===== src/rtl/trap_ctrl_if.sv =====
// ---------------------------------------------------------------------------
// trap_ctrl_if : bus between the control unit / datapath and the trap sequencer.
//
// Signals (direction as seen by trap_ctrl, the slave):
//   exc_check   in   one-cycle strobe; exception flags are valid this cycle
//   exc_opcode  in   invalid-opcode flag
//   exc_ovf     in   ALU overflow flag
//   pc_in       in   current PC (already +4)
//   mem_rdata   in   data-memory read byte
//   mem_addr    out  data-memory address used for the vector read
//   mem_rd      out  data-memory read request
//   pc_next     out  handler address (vector byte, zero-extended)
//   pc_load     out  one-cycle PC write strobe
//   epc         out  exception PC register
//   causa       out  cause register: 0 = opcode, 1 = overflow
//   stall       out  holds the control unit while a trap is in flight
//   trap_state  out  FSM state, for monitoring
// ---------------------------------------------------------------------------
interface trap_ctrl_if #(
  parameter int XLEN = 64
);
  logic            exc_check;
  logic            exc_opcode;
  logic            exc_ovf;
  logic [XLEN-1:0] pc_in;
  logic [7:0]      mem_rdata;
  logic [XLEN-1:0] mem_addr;
  logic            mem_rd;
  logic [XLEN-1:0] pc_next;
  logic            pc_load;
  logic [XLEN-1:0] epc;
  logic            causa;
  logic            stall;
  logic [2:0]      trap_state;

  // Seen from the control unit / datapath side.
  modport master (
    output exc_check, exc_opcode, exc_ovf, pc_in, mem_rdata,
    input  mem_addr, mem_rd, pc_next, pc_load, epc, causa, stall, trap_state
  );

  // Seen from the trap sequencer.
  modport slave (
    input  exc_check, exc_opcode, exc_ovf, pc_in, mem_rdata,
    output mem_addr, mem_rd, pc_next, pc_load, epc, causa, stall, trap_state
  );
endinterface


===== src/rtl/trap_ctrl.sv =====
// ---------------------------------------------------------------------------
// trap_ctrl : multicycle exception sequencer.
//
// On an exception reported by the control unit it latches cause and EPC,
// stalls the control unit, reads the handler byte from a fixed vector slot
// in data memory and loads the PC with it (zero-extended).
//
// Ports:
//   clk    in   clock, rising edge
//   reset  in   asynchronous active-low reset
//   bus    slave side of trap_ctrl_if (see that file for the signal list)
//
// Timeline for a trap whose exc_check pulse is in cycle 0:
//   cycle 1            CAPTURE  epc/causa/mem_addr latched at its end
//   cycle 2            READ     mem_rd starts
//   cycles 3..MEM_LAT+1 WAIT    mem_rd held
//   cycle MEM_LAT+2    LOAD     pc_load, pc_next already valid
//   cycle MEM_LAT+3    DONE     last stall cycle
// ---------------------------------------------------------------------------
module trap_ctrl #(
  parameter int XLEN         = 64,
  parameter int MEM_LAT      = 1,    // 1..7
  parameter int VEC_ADDR_OPC = 254,
  parameter int VEC_ADDR_OVF = 255
) (
  input  logic     clk,
  input  logic     reset,
  trap_ctrl_if.slave bus
);

  typedef enum logic [2:0] {
    ST_IDLE    = 3'd0,
    ST_CAPTURE = 3'd1,
    ST_READ    = 3'd2,
    ST_WAIT    = 3'd3,
    ST_LOAD    = 3'd4,
    ST_DONE    = 3'd5,
    ST_RSV6    = 3'd6,
    ST_RSV7    = 3'd7
  } state_e;

  state_e          state_q,   state_d;
  logic [2:0]      cnt_q,     cnt_d;
  logic [XLEN-1:0] epc_q,     epc_d;
  logic            causa_q,   causa_d;
  logic [XLEN-1:0] addr_q,    addr_d;
  logic [XLEN-1:0] pc_next_q, pc_next_d;

  logic [XLEN-1:0] rdata_ext;
  assign rdata_ext = {{(XLEN-8){1'b0}}, bus.mem_rdata};

  always_ff @(posedge clk or negedge reset) begin
    if (!reset) begin
      state_q   <= ST_IDLE;
      cnt_q     <= 3'd0;
      epc_q     <= '0;
      causa_q   <= 1'b0;
      addr_q    <= '0;
      pc_next_q <= '0;
    end else begin
      state_q   <= state_d;
      cnt_q     <= cnt_d;
      epc_q     <= epc_d;
      causa_q   <= causa_d;
      addr_q    <= addr_d;
      pc_next_q <= pc_next_d;
    end
  end

  always_comb begin
    state_d   = state_q;
    cnt_d     = cnt_q;
    epc_d     = epc_q;
    causa_d   = causa_q;
    addr_d    = addr_q;
    pc_next_d = pc_next_q;

    case (state_q)
      ST_IDLE: begin
        // Flags are only meaningful on the exc_check strobe.
        if (bus.exc_check && (bus.exc_opcode || bus.exc_ovf)) begin
          state_d = ST_CAPTURE;
        end
      end

      ST_CAPTURE: begin
        epc_d   = bus.pc_in - XLEN'(4);
        // Opcode wins when both flags are set.
        causa_d = ~bus.exc_opcode;
        addr_d  = bus.exc_opcode ? XLEN'(VEC_ADDR_OPC) : XLEN'(VEC_ADDR_OVF);
        state_d = ST_READ;
      end

      ST_READ: begin
        cnt_d = 3'(MEM_LAT - 1);
        if (MEM_LAT == 1) begin
          // Single-cycle memory: the byte is valid at the end of READ.
          pc_next_d = rdata_ext;
          state_d   = ST_LOAD;
        end else begin
          state_d = ST_WAIT;
        end
      end

      ST_WAIT: begin
        // Counter reaches 0 on the last read cycle; capture the byte then.
        if (cnt_q <= 3'd1) begin
          cnt_d     = 3'd0;
          pc_next_d = rdata_ext;
          state_d   = ST_LOAD;
        end else begin
          cnt_d = cnt_q - 3'd1;
        end
      end

      ST_LOAD: begin
        state_d = ST_DONE;
      end

      ST_DONE: begin
        state_d = ST_IDLE;
      end

      default: begin
        // Encodings 6/7 are never entered normally; recover to IDLE.
        state_d = ST_IDLE;
      end
    endcase
  end

  // Strobes decode directly from state; everything else is a register.
  assign bus.mem_rd     = (state_q == ST_READ) || (state_q == ST_WAIT);
  assign bus.pc_load    = (state_q == ST_LOAD);
  assign bus.stall      = (state_q != ST_IDLE);
  assign bus.trap_state = state_q;
  assign bus.mem_addr   = addr_q;
  assign bus.epc        = epc_q;
  assign bus.causa      = causa_q;
  assign bus.pc_next    = pc_next_q;

endmodule


===== src/flat_wrapper.sv =====
// flat-port wrapper written by rule: the top's interface ports become plain ports
module trap_ctrl_flat 
#(
  parameter int XLEN         = 64,
  parameter int MEM_LAT      = 1,           
  parameter int VEC_ADDR_OPC = 254,
  parameter int VEC_ADDR_OVF = 255
)
  (clk, reset, bus_exc_check, bus_exc_opcode, bus_exc_ovf, bus_pc_in, bus_mem_rdata, bus_mem_addr, bus_mem_rd, bus_pc_next, bus_pc_load, bus_epc, bus_causa, bus_stall, bus_trap_state);
  trap_ctrl_if #(.XLEN(XLEN)) bus_i ();
  input  logic clk;
  input  logic reset;
  input wire logic [$bits(bus_i.exc_check)-1:0] bus_exc_check;
  input wire logic [$bits(bus_i.exc_opcode)-1:0] bus_exc_opcode;
  input wire logic [$bits(bus_i.exc_ovf)-1:0] bus_exc_ovf;
  input wire logic [$bits(bus_i.pc_in)-1:0] bus_pc_in;
  input wire logic [$bits(bus_i.mem_rdata)-1:0] bus_mem_rdata;
  output wire logic [$bits(bus_i.mem_addr)-1:0] bus_mem_addr;
  output wire logic [$bits(bus_i.mem_rd)-1:0] bus_mem_rd;
  output wire logic [$bits(bus_i.pc_next)-1:0] bus_pc_next;
  output wire logic [$bits(bus_i.pc_load)-1:0] bus_pc_load;
  output wire logic [$bits(bus_i.epc)-1:0] bus_epc;
  output wire logic [$bits(bus_i.causa)-1:0] bus_causa;
  output wire logic [$bits(bus_i.stall)-1:0] bus_stall;
  output wire logic [$bits(bus_i.trap_state)-1:0] bus_trap_state;
  assign bus_i.exc_check = bus_exc_check;
  assign bus_i.exc_opcode = bus_exc_opcode;
  assign bus_i.exc_ovf = bus_exc_ovf;
  assign bus_i.pc_in = bus_pc_in;
  assign bus_i.mem_rdata = bus_mem_rdata;
  assign bus_mem_addr = bus_i.mem_addr;
  assign bus_mem_rd = bus_i.mem_rd;
  assign bus_pc_next = bus_i.pc_next;
  assign bus_pc_load = bus_i.pc_load;
  assign bus_epc = bus_i.epc;
  assign bus_causa = bus_i.causa;
  assign bus_stall = bus_i.stall;
  assign bus_trap_state = bus_i.trap_state;
  trap_ctrl #(.XLEN(XLEN), .MEM_LAT(MEM_LAT), .VEC_ADDR_OPC(VEC_ADDR_OPC), .VEC_ADDR_OVF(VEC_ADDR_OVF)) u_core (.clk(clk), .reset(reset), .bus(bus_i));
endmodule

===== config.mk =====
export PLATFORM = sky130hd
export DESIGN_NAME = trap_ctrl_flat
export DESIGN_NICKNAME = d
export VERILOG_FILES = /design/src/rtl/trap_ctrl_if.sv /design/src/rtl/trap_ctrl.sv /design/src/flat_wrapper.sv
export SDC_FILE = /design/constraint.sdc
export NUM_CORES = 1
export LEC_CHECK = 0
export BUFFER_PORTS_ARGS = -buffer_cell sky130_fd_sc_hd__buf_2
export CELL_PAD_IN_SITES_DETAIL_PLACEMENT = 1
export CELL_PAD_IN_SITES_GLOBAL_PLACEMENT = 1
export CORE_UTILIZATION = 35
export CTS_BUF_LIST = sky130_fd_sc_hd__clkbuf_4
export DETAILED_ROUTE_END_ITERATION = 6
export PLACE_DENSITY_LB_ADDON = 0.1
export SLEW_MARGIN = 40
export SYNTH_ARGS = -nofsm -noshare
export SYNTH_HDL_FRONTEND = slang
export SYNTH_SLANG_ARGS = --single-unit

===== constraint.sdc =====
create_clock -name clk -period 2.6 [get_ports clk]
set_input_delay 0.52 -clock clk [delete_from_list [all_inputs] [get_ports clk]]
set_output_delay 0.52 -clock clk [all_outputs]
set_load 0.03 [all_outputs]

==> qor.txt, run 1 <==
met2 global-route usage -> 29.63%
multi-input logic area -> 0.002461 sq mm
clk buf depth -> 2
Flop pwr share -> 33.7%
Die Ht -> 122.1 um
Max Clock Skew -> 0.01694 ns
worst-path maximum fanout -> 15
initial antenna violation count -> 3
Area growth syn-to-layout -> 22.04%
Max IR drop VDD -> 422.0 uV
layout cells sized above 1 -> 34.56%
Main synth FF type -> dfrtp_1
Post-Syn Instances -> 558
switching part of the total -> 51.65%
crit path capture type -> flop
flops & latches, synth -> 80
sequential area share after synthesis -> 39.66%
worst hold-check path type -> in -> reg
WL final -> 12,940 um
drt wl/cell -> 13.71 um
busiest grt layer -> met2
Psw -> 3.275 mW
gp weighted congestion -> 0.8643
most common cell after layout, fill and taps aside -> buf_2
Clk pwr share -> 13.0%
P_int -> 3.066 mW
Mapped Area -> 0.005047 sq mm
Max Cap Violations -> 0
final setup vio count -> 0
unrepaired setup endpoints after global routing -> no
Register Area -> 0.002002 sq mm
ANT nets after route -> 0
largest net degree at the start of global routing -> 126
vias in the first global route -> 4,033
GR Util met1 -> 21.54%
pre-CTS setup slack -> -0.3368 ns
root buf cell -> clkbuf_4
# fillers -> 1,762
Initial Util -> 36.08%
DR vias -> 4,112
clk_lat worst skew -> 0.48 ns
DR vias/cell -> 4.356
fin crit share -> 93.96%
leakage power -> 2.958 nW
number of flops mapped to enable cells by yosys -> 0
CTS Sinks -> 80
count of TritonRoute iterations in the first routing pass -> 4
die area -> 0.01490 sq mm
crit path launch type -> input pin
critical path class -> in -> reg
critical path arrival -> 2.79 ns
Total Power -> 6.341 mW
f_max -> 0.4093 GHz
clock transition at the registers of the reported paths -> 0.15 ns
Post-synth ARST share -> 100.0%
IO buf count -> 163
DRT iter0 DRCs -> 120
H-tree Lvls -> 3
Worst Hold Margin -> 0.2245 ns
combinational power share -> 53.3%
first-pass GRT wire length -> 20,180 um
dpl hpwl -> 10,090 um
GR Overflow Total -> 0
# DRC -> 0
pwr dens -> 1029 mW/mm^2
FF-to-FF setup slack -> 0.75 ns
GRT Resource Usage Total -> 17.75%
max-slew violations -> 0
core area -> 0.01399 sq mm
endpoints failing hold -> 0
min Tclk post-route -> 2.443 ns
total CTS buffers -> 9
CTS tree -> done
Die Wd -> 122.1 um
synthesis warning total -> 0
met3 Usage GRT -> 4.307%
count of cell types in the netlist -> 41
Final Core Density -> 44.03%
Worst Slack Setup Final -> 0.1571 ns
IO Pins -> 276
syn avg cell area -> 9.045 sq um
CP required -> 2.94 ns
row count -> 43
status -> complete, no violations
most frequent cells in the layout -> 162 x buf_2, 112 x conb_1, 80 x dfrtp_1, 77 x nand2_1, 49 x buf_4
Final #Nets -> 836
==> critical path: stages <==
cell	delay [ns]
buf_2	0.10
or4_1	0.52
or4b_4	0.54
or3_1	0.40
buf_12	0.18
nor4_2	0.30
xnor2_1	0.15
o21ai_1	0.08
==> Yosys cell counts (2+ instances only) <==
cell | n | area share (%)
nand2b_1 | 6 | 0.74
and2_1 | 2 | 0.25
nand2_1 | 78 | 5.8
o21ai_0 | 42 | 4.2
dfrtp_1 | 80 | 40
xor2_1 | 9 | 1.6
nor4_2 | 5 | 1.2
nor3_1 | 15 | 1.5
nor3b_1 | 2 | 0.30
xnor2_1 | 48 | 8.3
a21oi_1 | 2 | 0.20
or4_1 | 10 | 1.5
a31oi_1 | 2 | 0.25
ha_1 | 3 | 0.74
nor2_1 | 25 | 1.9
nor4_1 | 10 | 1.2
nand3_1 | 3 | 0.30
nor3_2 | 6 | 1.2
o21ai_1 | 23 | 2.3
mux2_2 | 8 | 1.8
or2_2 | 6 | 0.74
buf_6 | 2 | 0.45
clkbuf_1 | 17 | 1.3
or3_1 | 13 | 1.6
inv_1 | 6 | 0.45
buf_4 | 119 | 18
nand3b_1 | 2 | 0.30
==> stage by stage <==
stage                     std cells  setup TNS [ns]  area, sq um
final                           944               0         6160
after global routing            943               0         6157
after CTS                       941               0         6152
after detailed placement        924          -5.988         5989
after global placement          924          -5.175         5989
after floorplan                 669          -2.539         5484
==> timing repair <==
item                                   in CTS  in global routing
gates resized for setup                     0                  0
endpoints found under the hold margin      32                  0
buffers inserted                            0                  0
hold buffers                                1                  0
==> cell type report <==
cell class                 instances  area share, %
clock buffer                       9          1.097
tap                              180          3.656
timing repair buffer             217          20.92
inverter                           6         0.3656
multi-input combinational        442          39.96
clock inverter                     7          1.381
antenna                            3         0.1219
sequential                        80          32.50
==> final timing paths <==
kind                                    start                    end  cells after the start
hold reg to reg            u_core.bus.epc[23]     u_core.bus.epc[23]                      2
max in group asynchronous               reset     u_core.bus.epc[33]                      3
setup reg to reg              u_core.cnt_q[1]  u_core.bus.pc_next[4]                      6
min in group asynchronous               reset      u_core.bus.epc[4]                      2
setup / recovery                bus_pc_in[39]     u_core.bus.epc[63]                      8
hold / removal                   bus_pc_in[0]      u_core.bus.epc[0]                      3
==> flip-flops by register name (all words and copies together), names as in the netlist <==
register	flops
u_core.bus.epc	64
u_core.bus.mem_addr	2
u_core.bus.pc_next	8
u_core.bus.trap_state	3
u_core.cnt_q	3
==> power by group through the flow <==
stage / combinational (mW) / sequential (mW) / clock (mW)
CTS: 3.43 / 2.16 / 0.876
detailed placement: 3.43 / 2.18 / 0
global route: 3.69 / 2.22 / 0.914
floorplan: 1.32 / 3.29 / 0
global placement: 3.37 / 2.16 / 0
finish: 3.38 / 2.13 / 0.827
==> metal layers <==
| layer | routed length [um] | up-vias |
|---|---|---|
| met5 | 0 | - |
| met4 | 236 | 0 |
| met3 | 914 | 18 |
| met2 | 6247 | 160 |
| met1 | 5541 | 1907 |
| li1 | - | 2027 |
==> logic make-up after synthesis <==
logic type,count (synthesis),synth area share [%]
xor gates and xnor gates,57,9.891
adders and majority gates,3,0.7438
AOI/OAI and AO/OA,74,7.734
other,1,0.07430
buffers and inverters,147,20.33
muxes,8,1.785
DFF,80,39.66
and+or+nand+nor,188,19.78
Note: power is estimated with default switching activity, not from simulation.
==> inputs of run 2 (changes only) <==
Settings changed: GPL_TIMING_DRIVEN from default to 0.
==> run 2 against run 1 <==
- critical path type unchanged
- core utilization increased by 4.8 points
- power increased by 4.3%
- register-to-register slack got worse by 0.28 ns
- cell count increased by 9.3%
- global-route usage increased by 1.7 points
- worst hold slack improved by 0.068 ns
- clock power increased by 6.4%
- die area unchanged
- critical endpoint is now u_core.bus.epc[55]
==> qor.txt, run 2 (synthesis gave the netlist of run 1 again) <==
IO buf count -> 163
critical path class -> in -> reg
IO Pins -> 276
row count -> 43
GR Overflow Total -> 0
Initial Util -> 36.08%
CTS tree -> done
DRT iter0 DRCs -> 120
max-slew violations -> 0
most frequent cells in the layout -> 164 x buf_2, 122 x buf_4, 112 x conb_1, 80 x dfrtp_1, 78 x nand2_1
worst path cell trace -> buf_2 > or4_4 > or4b_4 > or3_1 > buf_6 > buf_12 > nor3_2 > xnor2_1 > o21ai_1
DR vias/cell -> 4.444
vias in the first global route -> 4,624
total CTS buffers -> 9
FF-to-FF setup slack -> 0.47 ns
endpoints failing hold -> 0
Slowest Stage Delay on Critical Path -> 0.55 ns
Final #Nets -> 926
CP required -> 2.92 ns
die area -> 0.01490 sq mm
status -> complete, no violations
cells on worst reg2reg path -> 6
count of TritonRoute iterations in the first routing pass -> 4
hold path start -> bus_pc_in[0]
Hold Path Cell Cnt -> 3
Slew @ Worst Pin -> 0.5991 ns
Area growth syn-to-layout -> 35.30%
Die Wd -> 122.1 um
f_max -> 0.3967 GHz
GRT Resource Usage Total -> 19.42%
gp weighted congestion -> 0.8425
# fillers -> 1,766
fin crit share -> 96.97%
WL final -> 14,690 um
ANT nets after route -> 0
Reg-to-Reg Start -> u_core.bus.trap_state[2]
Worst Hold Margin -> 0.2922 ns
pwr dens -> 968.7 mW/mm^2
clock transition at the registers of the reported paths -> 0.14 ns
Max Cap Violations -> 0
Max Clock Skew -> 0.004920 ns
largest net degree at the start of global routing -> 58
crit path launch type -> input pin
drt wl/cell -> 14.23 um
dpl hpwl -> 11,660 um
# DRC -> 0
leakage power -> 3.491 nW
crit path capture type -> flop
layout cells sized above 1 -> 40.07%
first-pass GRT wire length -> 22,360 um
most common cell after layout, fill and taps aside -> buf_2
critical path arrival -> 2.84 ns
crit path max-delay cell type -> or4_4
initial antenna violation count -> 2
core area -> 0.01399 sq mm
max reg flops -> 64
Rel. slew slack -> 60.06%
worst-path maximum fanout -> 10
root buf cell -> clkbuf_4
Hold Path Sink -> u_core.bus.epc[0]
Die Ht -> 122.1 um
Max IR drop VDD -> 333.7 uV
H-tree Lvls -> 3
CTS Sinks -> 80
clk_lat worst skew -> 0.42 ns
min Tclk post-route -> 2.521 ns
Final Core Density -> 48.82%
worst reg2reg endpoint -> u_core.bus.epc[51]
worst hold-check path type -> in -> reg
final setup vio count -> 0
clk buf depth -> 2
DR vias -> 4,586
## run 2: power breakdown
part	leakage [nW]	switching, mW	internal, mW	total (mW)
logic	2.42	2.57	1.03	3.59
clock network	0.0907	0.480	0.400	0.880
registers	0.981	0.311	1.83	2.14
## run 2: worst max-delay path by stage
stage,depth (start not counted),slack (ns),to,from
global route,10,-0.03,u_core.bus.epc[62],bus_pc_in[2]
finish,9,0.08,u_core.bus.epc[55],bus_pc_in[32]
CTS,10,0.0008,u_core.bus.epc[58],bus_pc_in[31]
detailed placement,11,-0.69,u_core.bus.epc[52],bus_pc_in[2]
global placement,9,-0.64,u_core.bus.epc[37],bus_pc_in[17]
floorplan,9,-0.24,u_core.bus.epc[58],bus_pc_in[39]
## run 2: routing by layer
layer	GRT usage, %	routed length [um]	vias up
li1	-	-	2206
met1	21.98	5762	2190
met2	35.59	7636	165
met3	4.354	999	23
met4	6.707	278	2
met5	0	9	-
## run 2: final cells by class
class	instances	area (sq um)	area share [%]
Multi-Input combinational cell	442	2525	36.97
Clock buffer	9	67.56	0.9894
Inverter	6	22.52	0.3298
Sequential cell	80	2002	29.31
Timing Repair Buffer	168	882.1	12.92
Antenna cell	1	2.502	0.03664
Tap cell	180	225.2	3.298
Clock inverter	7	103.9	1.521
Buffer	139	998.5	14.62
## run 2: through the flow
step	worst slack [ns]	power [mW]	std cells	cell area, sq um	TNS [ns]
2_1_floorplan	-0.2420	4.614	669	5484	-2.539
5_1_grt	-0.02653	7.087	1032	6829	-0.1191
4_1_cts	0.0008340	6.707	1030	6765	0
6_report	0.07891	6.615	1032	6829	0
3_5_place_dp	-0.6871	5.818	1013	6559	-20.22
3_3_place_gp	-0.6377	5.674	1012	6525	-18.29
## run 2: critical path, delay by kind of cell
kind	cells	cell delay, ns
AND/OR/NAND/NOR	4	1.66
buffers and inverters	3	0.42
XOR/XNOR	1	0.14
AO/OA/AOI/OAI	1	0.08
## run 2: timing repair
| action | CTS | global route |
|---|---|---|
| hold buffers | 1 | 0 |
| pin swaps | 1 | 5 |
| setup buffers | 1 | 2 |
| setup endpoints to repair | 23 | 26 |
| gates resized for setup | 4 | 10 |
| endpoints found under the hold margin | 23 | 0 |
